`config.mk`:
```
export PLATFORM = sky130hd
export DESIGN_NAME = imm_field_encoder
export DESIGN_NICKNAME = d
export VERILOG_FILES = /design/src/rtl/imm_pkg.sv /design/src/rtl/imm_skid_buffer.sv /design/src/rtl/imm_field_encoder.sv
export SDC_FILE = /design/constraint.sdc
export NUM_CORES = 1
export LEC_CHECK = 0
export CORE_MARGIN = 5
export CORE_UTILIZATION = 46
export CTS_BUF_LIST = sky130_fd_sc_hd__clkbuf_4
export DETAILED_ROUTE_END_ITERATION = 6
export PLACE_DENSITY_LB_ADDON = 0.2
export SYNTH_ARGS = -nofsm -noshare
export SYNTH_HDL_FRONTEND = slang
export SYNTH_SLANG_ARGS = --single-unit
```
`constraint.sdc`:
```
create_clock -name clk -period 1.7 [get_ports clk]
set_input_delay 0.34 -clock clk [delete_from_list [all_inputs] [get_ports clk]]
set_output_delay 0.34 -clock clk [all_outputs]
set_load 0.05 [all_outputs]
```
`src/rtl/imm_pkg.sv`:
```
// Shared types, constants and encode/check helpers for the RISC-V immediate field encoder.
package imm_pkg;

  localparam int unsigned IMM_W   = 32;
  localparam int unsigned INSTR_W = 32;
  localparam int unsigned FMT_W   = 3;

  typedef enum logic [FMT_W-1:0] {
    FMT_I = 3'd0,
    FMT_S = 3'd1,
    FMT_B = 3'd2,
    FMT_U = 3'd3,
    FMT_J = 3'd4
  } imm_fmt_e;

  // Highest bit position that still carries magnitude; everything above it must be sign copies.
  localparam int unsigned RANGE_N_I = 11;
  localparam int unsigned RANGE_N_S = 11;
  localparam int unsigned RANGE_N_B = 12;
  localparam int unsigned RANGE_N_J = 20;

  typedef struct packed {
    logic [INSTR_W-1:0] instr;
    logic               range_err;
    logic               align_err;
  } imm_payload_t;

  // Scatter immediate bits into the instruction fields; reserved formats pass base through.
  function automatic logic [INSTR_W-1:0] imm_scatter(input logic [FMT_W-1:0]   fmt,
                                                     input logic [IMM_W-1:0]   imm,
                                                     input logic [INSTR_W-1:0] base);
    logic [INSTR_W-1:0] w;
    w = base;
    case (fmt)
      FMT_I: w[31:20] = imm[11:0];
      FMT_S: begin
        w[31:25] = imm[11:5];
        w[11:7]  = imm[4:0];
      end
      FMT_B: begin
        w[31]    = imm[12];
        w[30:25] = imm[10:5];
        w[11:8]  = imm[4:1];
        w[7]     = imm[11];
      end
      FMT_U: w[31:12] = imm[31:12];
      FMT_J: begin
        w[31]    = imm[20];
        w[30:21] = imm[10:1];
        w[20]    = imm[11];
        w[19:12] = imm[19:12];
      end
      default: w = base;
    endcase
    return w;
  endfunction

  // True when imm[31:n] are all identical, i.e. sign extension from bit n reproduces imm.
  function automatic logic imm_fits(input logic [IMM_W-1:0] imm, input int unsigned n);
    logic [IMM_W-1:0] hi;
    hi = IMM_W'($signed(imm) >>> n);
    return (hi == '0) || (hi == '1);
  endfunction

  // Representability check; reserved formats always flag.
  function automatic logic imm_range_err(input logic [FMT_W-1:0] fmt,
                                         input logic [IMM_W-1:0] imm);
    logic err;
    case (fmt)
      FMT_I:   err = !imm_fits(imm, RANGE_N_I);
      FMT_S:   err = !imm_fits(imm, RANGE_N_S);
      FMT_B:   err = !imm_fits(imm, RANGE_N_B);
      FMT_U:   err = 1'b0;
      FMT_J:   err = !imm_fits(imm, RANGE_N_J);
      default: err = 1'b1;
    endcase
    return err;
  endfunction

  // Low bits that the format drops must be zero.
  function automatic logic imm_align_err(input logic [FMT_W-1:0] fmt,
                                         input logic [IMM_W-1:0] imm);
    logic err;
    case (fmt)
      FMT_B, FMT_J: err = imm[0];
      FMT_U:        err = (imm[11:0] != 12'h000);
      default:      err = 1'b0;
    endcase
    return err;
  endfunction

endpackage

```
`src/rtl/imm_skid_buffer.sv`:
```
// Two-entry valid/ready register slice: output register plus one skid entry, FIFO order.
module imm_skid_buffer #(
  parameter int unsigned WIDTH = 1
) (
  input  logic             clk,
  input  logic             rst_n,
  input  logic             in_valid,
  output logic             in_ready,
  input  logic [WIDTH-1:0] in_data,
  output logic             out_valid,
  input  logic             out_ready,
  output logic [WIDTH-1:0] out_data
);

  logic             r_out_valid;
  logic [WIDTH-1:0] r_out_data;
  logic             r_skid_valid;
  logic [WIDTH-1:0] r_skid_data;
  logic             r_in_ready;
  logic             w_push;
  logic             w_pop;

  assign w_push    = in_valid && r_in_ready;
  assign w_pop     = r_out_valid && out_ready;
  assign in_ready  = r_in_ready;
  assign out_valid = r_out_valid;
  assign out_data  = r_out_data;

  // Output register refills from skid first, else from the input; stalled accepts park in skid.
  always_ff @(posedge clk or negedge rst_n) begin
    if (!rst_n) begin
      r_out_valid  <= 1'b0;
      r_out_data   <= '0;
      r_skid_valid <= 1'b0;
      r_skid_data  <= '0;
      r_in_ready   <= 1'b1;
    end else if (!r_out_valid || w_pop) begin
      if (r_skid_valid) begin
        r_out_valid  <= 1'b1;
        r_out_data   <= r_skid_data;
        r_skid_valid <= 1'b0;
        r_in_ready   <= 1'b1;
      end else begin
        r_out_valid <= w_push;
        if (w_push) begin
          r_out_data <= in_data;
        end
      end
    end else if (w_push) begin
      r_skid_valid <= 1'b1;
      r_skid_data  <= in_data;
      r_in_ready   <= 1'b0;
    end
  end

endmodule

```
`src/rtl/imm_field_encoder.sv`:
```
// Encodes a signed immediate into the fields of a RISC-V instruction word, with range/align flags.
module imm_field_encoder
  import imm_pkg::*;
#(
  parameter int unsigned DATA_WIDTH  = 32,
  parameter int unsigned INSTR_WIDTH = 32,
  parameter int unsigned CNT_WIDTH   = 16
) (
  input  logic                   clk,
  input  logic                   rst_n,
  input  logic                   in_valid,
  output logic                   in_ready,
  input  logic [2:0]             in_fmt,
  input  logic [DATA_WIDTH-1:0]  in_value,
  input  logic [INSTR_WIDTH-1:0] in_base,
  output logic                   out_valid,
  input  logic                   out_ready,
  output logic [INSTR_WIDTH-1:0] out_instr,
  output logic                   out_range_err,
  output logic                   out_align_err,
  input  logic                   cnt_clr,
  output logic [CNT_WIDTH-1:0]   cnt_encoded,
  output logic [CNT_WIDTH-1:0]   cnt_errors
);

  imm_payload_t                     w_in_payload;
  imm_payload_t                     w_out_payload;
  logic [$bits(imm_payload_t)-1:0]  w_out_data;
  logic [IMM_W-1:0]                 w_imm;
  logic                             w_out_valid;
  logic                             w_done;
  logic [CNT_WIDTH-1:0]             r_cnt_encoded;
  logic [CNT_WIDTH-1:0]             r_cnt_errors;

  // Combinational scatter and checks; errors never block the encode.
  always_comb begin
    w_imm                  = IMM_W'(in_value);
    w_in_payload.instr     = imm_scatter(in_fmt, w_imm, INSTR_W'(in_base));
    w_in_payload.range_err = imm_range_err(in_fmt, w_imm);
    w_in_payload.align_err = imm_align_err(in_fmt, w_imm);
  end

  imm_skid_buffer #(
    .WIDTH($bits(imm_payload_t))
  ) u_skid (
    .clk       (clk),
    .rst_n     (rst_n),
    .in_valid  (in_valid),
    .in_ready  (in_ready),
    .in_data   (w_in_payload),
    .out_valid (w_out_valid),
    .out_ready (out_ready),
    .out_data  (w_out_data)
  );

  assign w_out_payload = imm_payload_t'(w_out_data);
  assign out_valid     = w_out_valid;
  assign out_instr     = INSTR_WIDTH'(w_out_payload.instr);
  assign out_range_err = w_out_payload.range_err;
  assign out_align_err = w_out_payload.align_err;
  assign w_done        = w_out_valid && out_ready;
  assign cnt_encoded   = r_cnt_encoded;
  assign cnt_errors    = r_cnt_errors;

  // Saturating statistics on completed output handshakes; clear wins over increment.
  always_ff @(posedge clk or negedge rst_n) begin
    if (!rst_n) begin
      r_cnt_encoded <= '0;
      r_cnt_errors  <= '0;
    end else if (cnt_clr) begin
      r_cnt_encoded <= '0;
      r_cnt_errors  <= '0;
    end else if (w_done) begin
      if (r_cnt_encoded != '1) begin
        r_cnt_encoded <= r_cnt_encoded + CNT_WIDTH'(1);
      end
      if ((w_out_payload.range_err || w_out_payload.align_err) && (r_cnt_errors != '1)) begin
        r_cnt_errors <= r_cnt_errors + CNT_WIDTH'(1);
      end
    end
  end

endmodule

```
==> results_dict.tcl <==
set metrics [dict create \
    status "complete, but fails checks" \
    violations "negative setup slack" \
    p_int_uw 3260 \
    post-route-util_pct 66.93 \
    avgViaCountPerCell 5.321 \
    finalHoldViolations 0 \
    cts_num_sinks 103 \
    vdd_drop_max_uv 424.5 \
    max_freq_mhz 583.2 \
    ys_top_cells_by_area "dfrtp_1, nand2_1, o21ai_0, mux2i_1, nor2_1" \
    cp_max_fo 10 \
    slew_violations 0 \
    post-route-min-period_ps 1715 \
    synth_cell_type_count 52 \
    setup_viol 1 \
    drv_cap 0 \
    synth_flop_cell "dfrtp_1" \
    power_density_nw_per_um2 583.1 \
    ant_nets 0 \
    seqPwrFrac_pct 55.9 \
    clk_latency_ps 470 \
    synthMostInstantiatedCell "dfrtp_1" \
    crit_path_max_incr_delay_ps 440 \
    core-area_um2 11320 \
    syn_avg_cell_area_um2 9.367 \
    crit_path_start "in_fmt[1]" \
    portBuffers 139 \
    skew_ps 14.74 \
    fin_crit_sh_pct 100.9 \
    p_sw_uw 1158 \
    netlist_area_um2 5274 \
    hp-class "in -> async" \
    clock_power_share_pct 28.5 \
    synth_edf_count 0 \
    grt_max_degree 62 \
    finalWirelength_mm 14.24 \
    die-area_um2 13710 \
    required_ps 2080 \
    synth_cells 563 \
    yosysWarningCount 0 \
    cts_tree "built" \
    ys_ff_latch 103 \
    dp_hpwl_mm 10.66 \
    final_layout_size_suffix_gt1_share_pct 32.12 \
    r2r_start "cnt_errors[14]$_DFFE_PN0P_" \
    overflow 0 \
    grt_pass1_wl_mm 22.84 \
    tightest_slew_ps 624.5 \
    crit_chain "clkdlybuf4s50_1, buf_4, or2_2, o21a_1, o21ai_0, nor2_1, a21oi_1, o21ai_0" \
    drcViolationCount 0 \
    clockBufferDepth 2 \
    synthDominantCellAreaShare_pct 48.40 \
    start_kind "input pin" \
    netSwitchingFraction_pct 26.22 \
    place_congestion 0.9122 \
    cp_data_arrival_time_ps 2090 \
    numCtsBuffers 9 \
    yosys-top-cells-count "dfrtp_1, nand2_1, o21ai_0" \
    cp_top_family "compound AO/OA/AOI/OAI gates" \
    seq_area_frac_synth_pct 48.90 \
    end_kind "register" \
    rsz0062_at_grt "yes" \
    p_comb_share_pct 15.6 \
    syn-num-nets 637 \
    crit_top_cell "o21ai_0" \
    antenna_found_initial 0 \
    drt_iter0_drc 279 \
    path_buf_inv 2 \
    timing.hold.ws_ps 305.9 \
    wl_per_cell_um 15.62 \
    grt_usage_pct 20.94 \
    start_util_pct 46.58 \
    cts_root_buf "clkbuf_4" \
    die_x_um 117.1 \
    crit_path_top_delay_cell "clkdlybuf4s50_1" \
    clk_pin_slew_ps 150 \
    n_antenna_cell 0 \
    synth_top_area_cell "dfrtp_1" \
    ios 140 \
    final_nets 838 \
    rows 39 \
    leakage_uw 0.003422 \
    first_global_vias 4847 \
    syn_to_final_growth_pct 43.68 \
    async_flop_share_pct 100.0 \
    die_y_um 117.1 \
    vias 4853 \
    critPathKind "in -> reg" \
    dr.pass1.iters 5 \
    relSlewSlack_pct 58.37 \
    htreeDepth 3 \
    finalWorstSetupSlack_ps -14.75 \
]
==> per-layer routing <==
metal / GRT usage (%) / share of wire, %
met2: 34.02 / 49
met1: 27.91 / 44
met3: 5.501 / 5.6
met4: 5.734 / 1.4
met5: 0 / 0
==> kinds of logic after synthesis <==
family                     synth area share, %
xor gates and xnor gates                 4.484
muxes                                    8.588
buffers and inverters                    2.776
DFF                                      48.90
AOI/OAI and AO/OA                        14.38
and+or+nand+nor                          20.40
adders and majority gates               0.4744
==> cell type report <==
class | instances | area (µm²)
fillers | 942 | 3744
multi-input cells | 425 | 2684
flip-flops and latches | 103 | 2616
repair buffers | 222 | 1956
well taps | 143 | 178.9
clock buffers | 9 | 67.56
clock inverters | 7 | 63.81
inverters | 3 | 11.26
==> flip-flops by register name, indices dropped and copies added (netlist names) <==
register and flops:
u_skid.r_skid_data 34, u_skid.out_data 34, cnt_encoded 16, u_skid.out_valid 1, u_skid.r_skid_valid 1, cnt_errors 16
u_skid.in_ready 1
==> layout by cell type (no fill, tap or decap), types with 11 or more instances in the layout <==
master / count
a21oi_1: 27
nand2_1: 96
mux2i_1: 22
nand3_1: 17
dfrtp_1: 72
nand4_1: 11
nor2_1: 53
dfrtp_2: 30
clkdlybuf4s50_1: 70
xor2_1: 17
mux2_2: 16
o21ai_0: 66
buf_4: 140
==> power by group through the flow <==
stage	combinational, µW	clock, µW	sequential (µW)
2_1_floorplan	208	0	2560
6_report	690	1260	2470
3_3_place_gp	653	0	2510
3_5_place_dp	665	0	2510
4_1_cts	671	1300	2470
5_1_grt	754	1410	2470
==> per-stage QoR <==
step	std cells	setup slack [ps]	cell area (µm²)	total power [µW]	TNS [ps]
finish	912	-14.75	7577	4418	-14.75
CTS	909	1.864	7450	4440	0
global placement	892	-480.4	7306	3165	-26440
global route	912	-68.84	7577	4628	-245.7
detailed placement	892	-521.0	7306	3178	-28940
floorplan	563	-62.14	5364	2763	-475.8
==> final timing paths <==
path                                                            to  slack (ps)  depth (start not counted)
worst max register to register          cnt_errors[13]$_DFFE_PN0P_          20                          5
worst min-delay path                    cnt_encoded[8]$_DFFE_PN0P_         310                          2
max in group asynchronous       u_skid.r_skid_data[15]$_DFFE_PN0P_         850                          3
min in group clk                   u_skid.out_data[17]$_DFFE_PN0P_         490                          2
worst max-delay path               u_skid.out_data[32]$_DFFE_PN0P_         -10                          8
worst min register to register     u_skid.out_data[17]$_DFFE_PN0P_         490                          2
==> timing repair <==
item / in CTS / in global routing
resized for setup: 1 / 25
hold endpoints to repair: 21 / 0
setup endpoints to repair: 14 / 44
hold buffers: 1 / 0
pin swaps: 0 / 5
buffers inserted: 0 / 3
No activity file was read; power rests on OpenSTA's default activity.
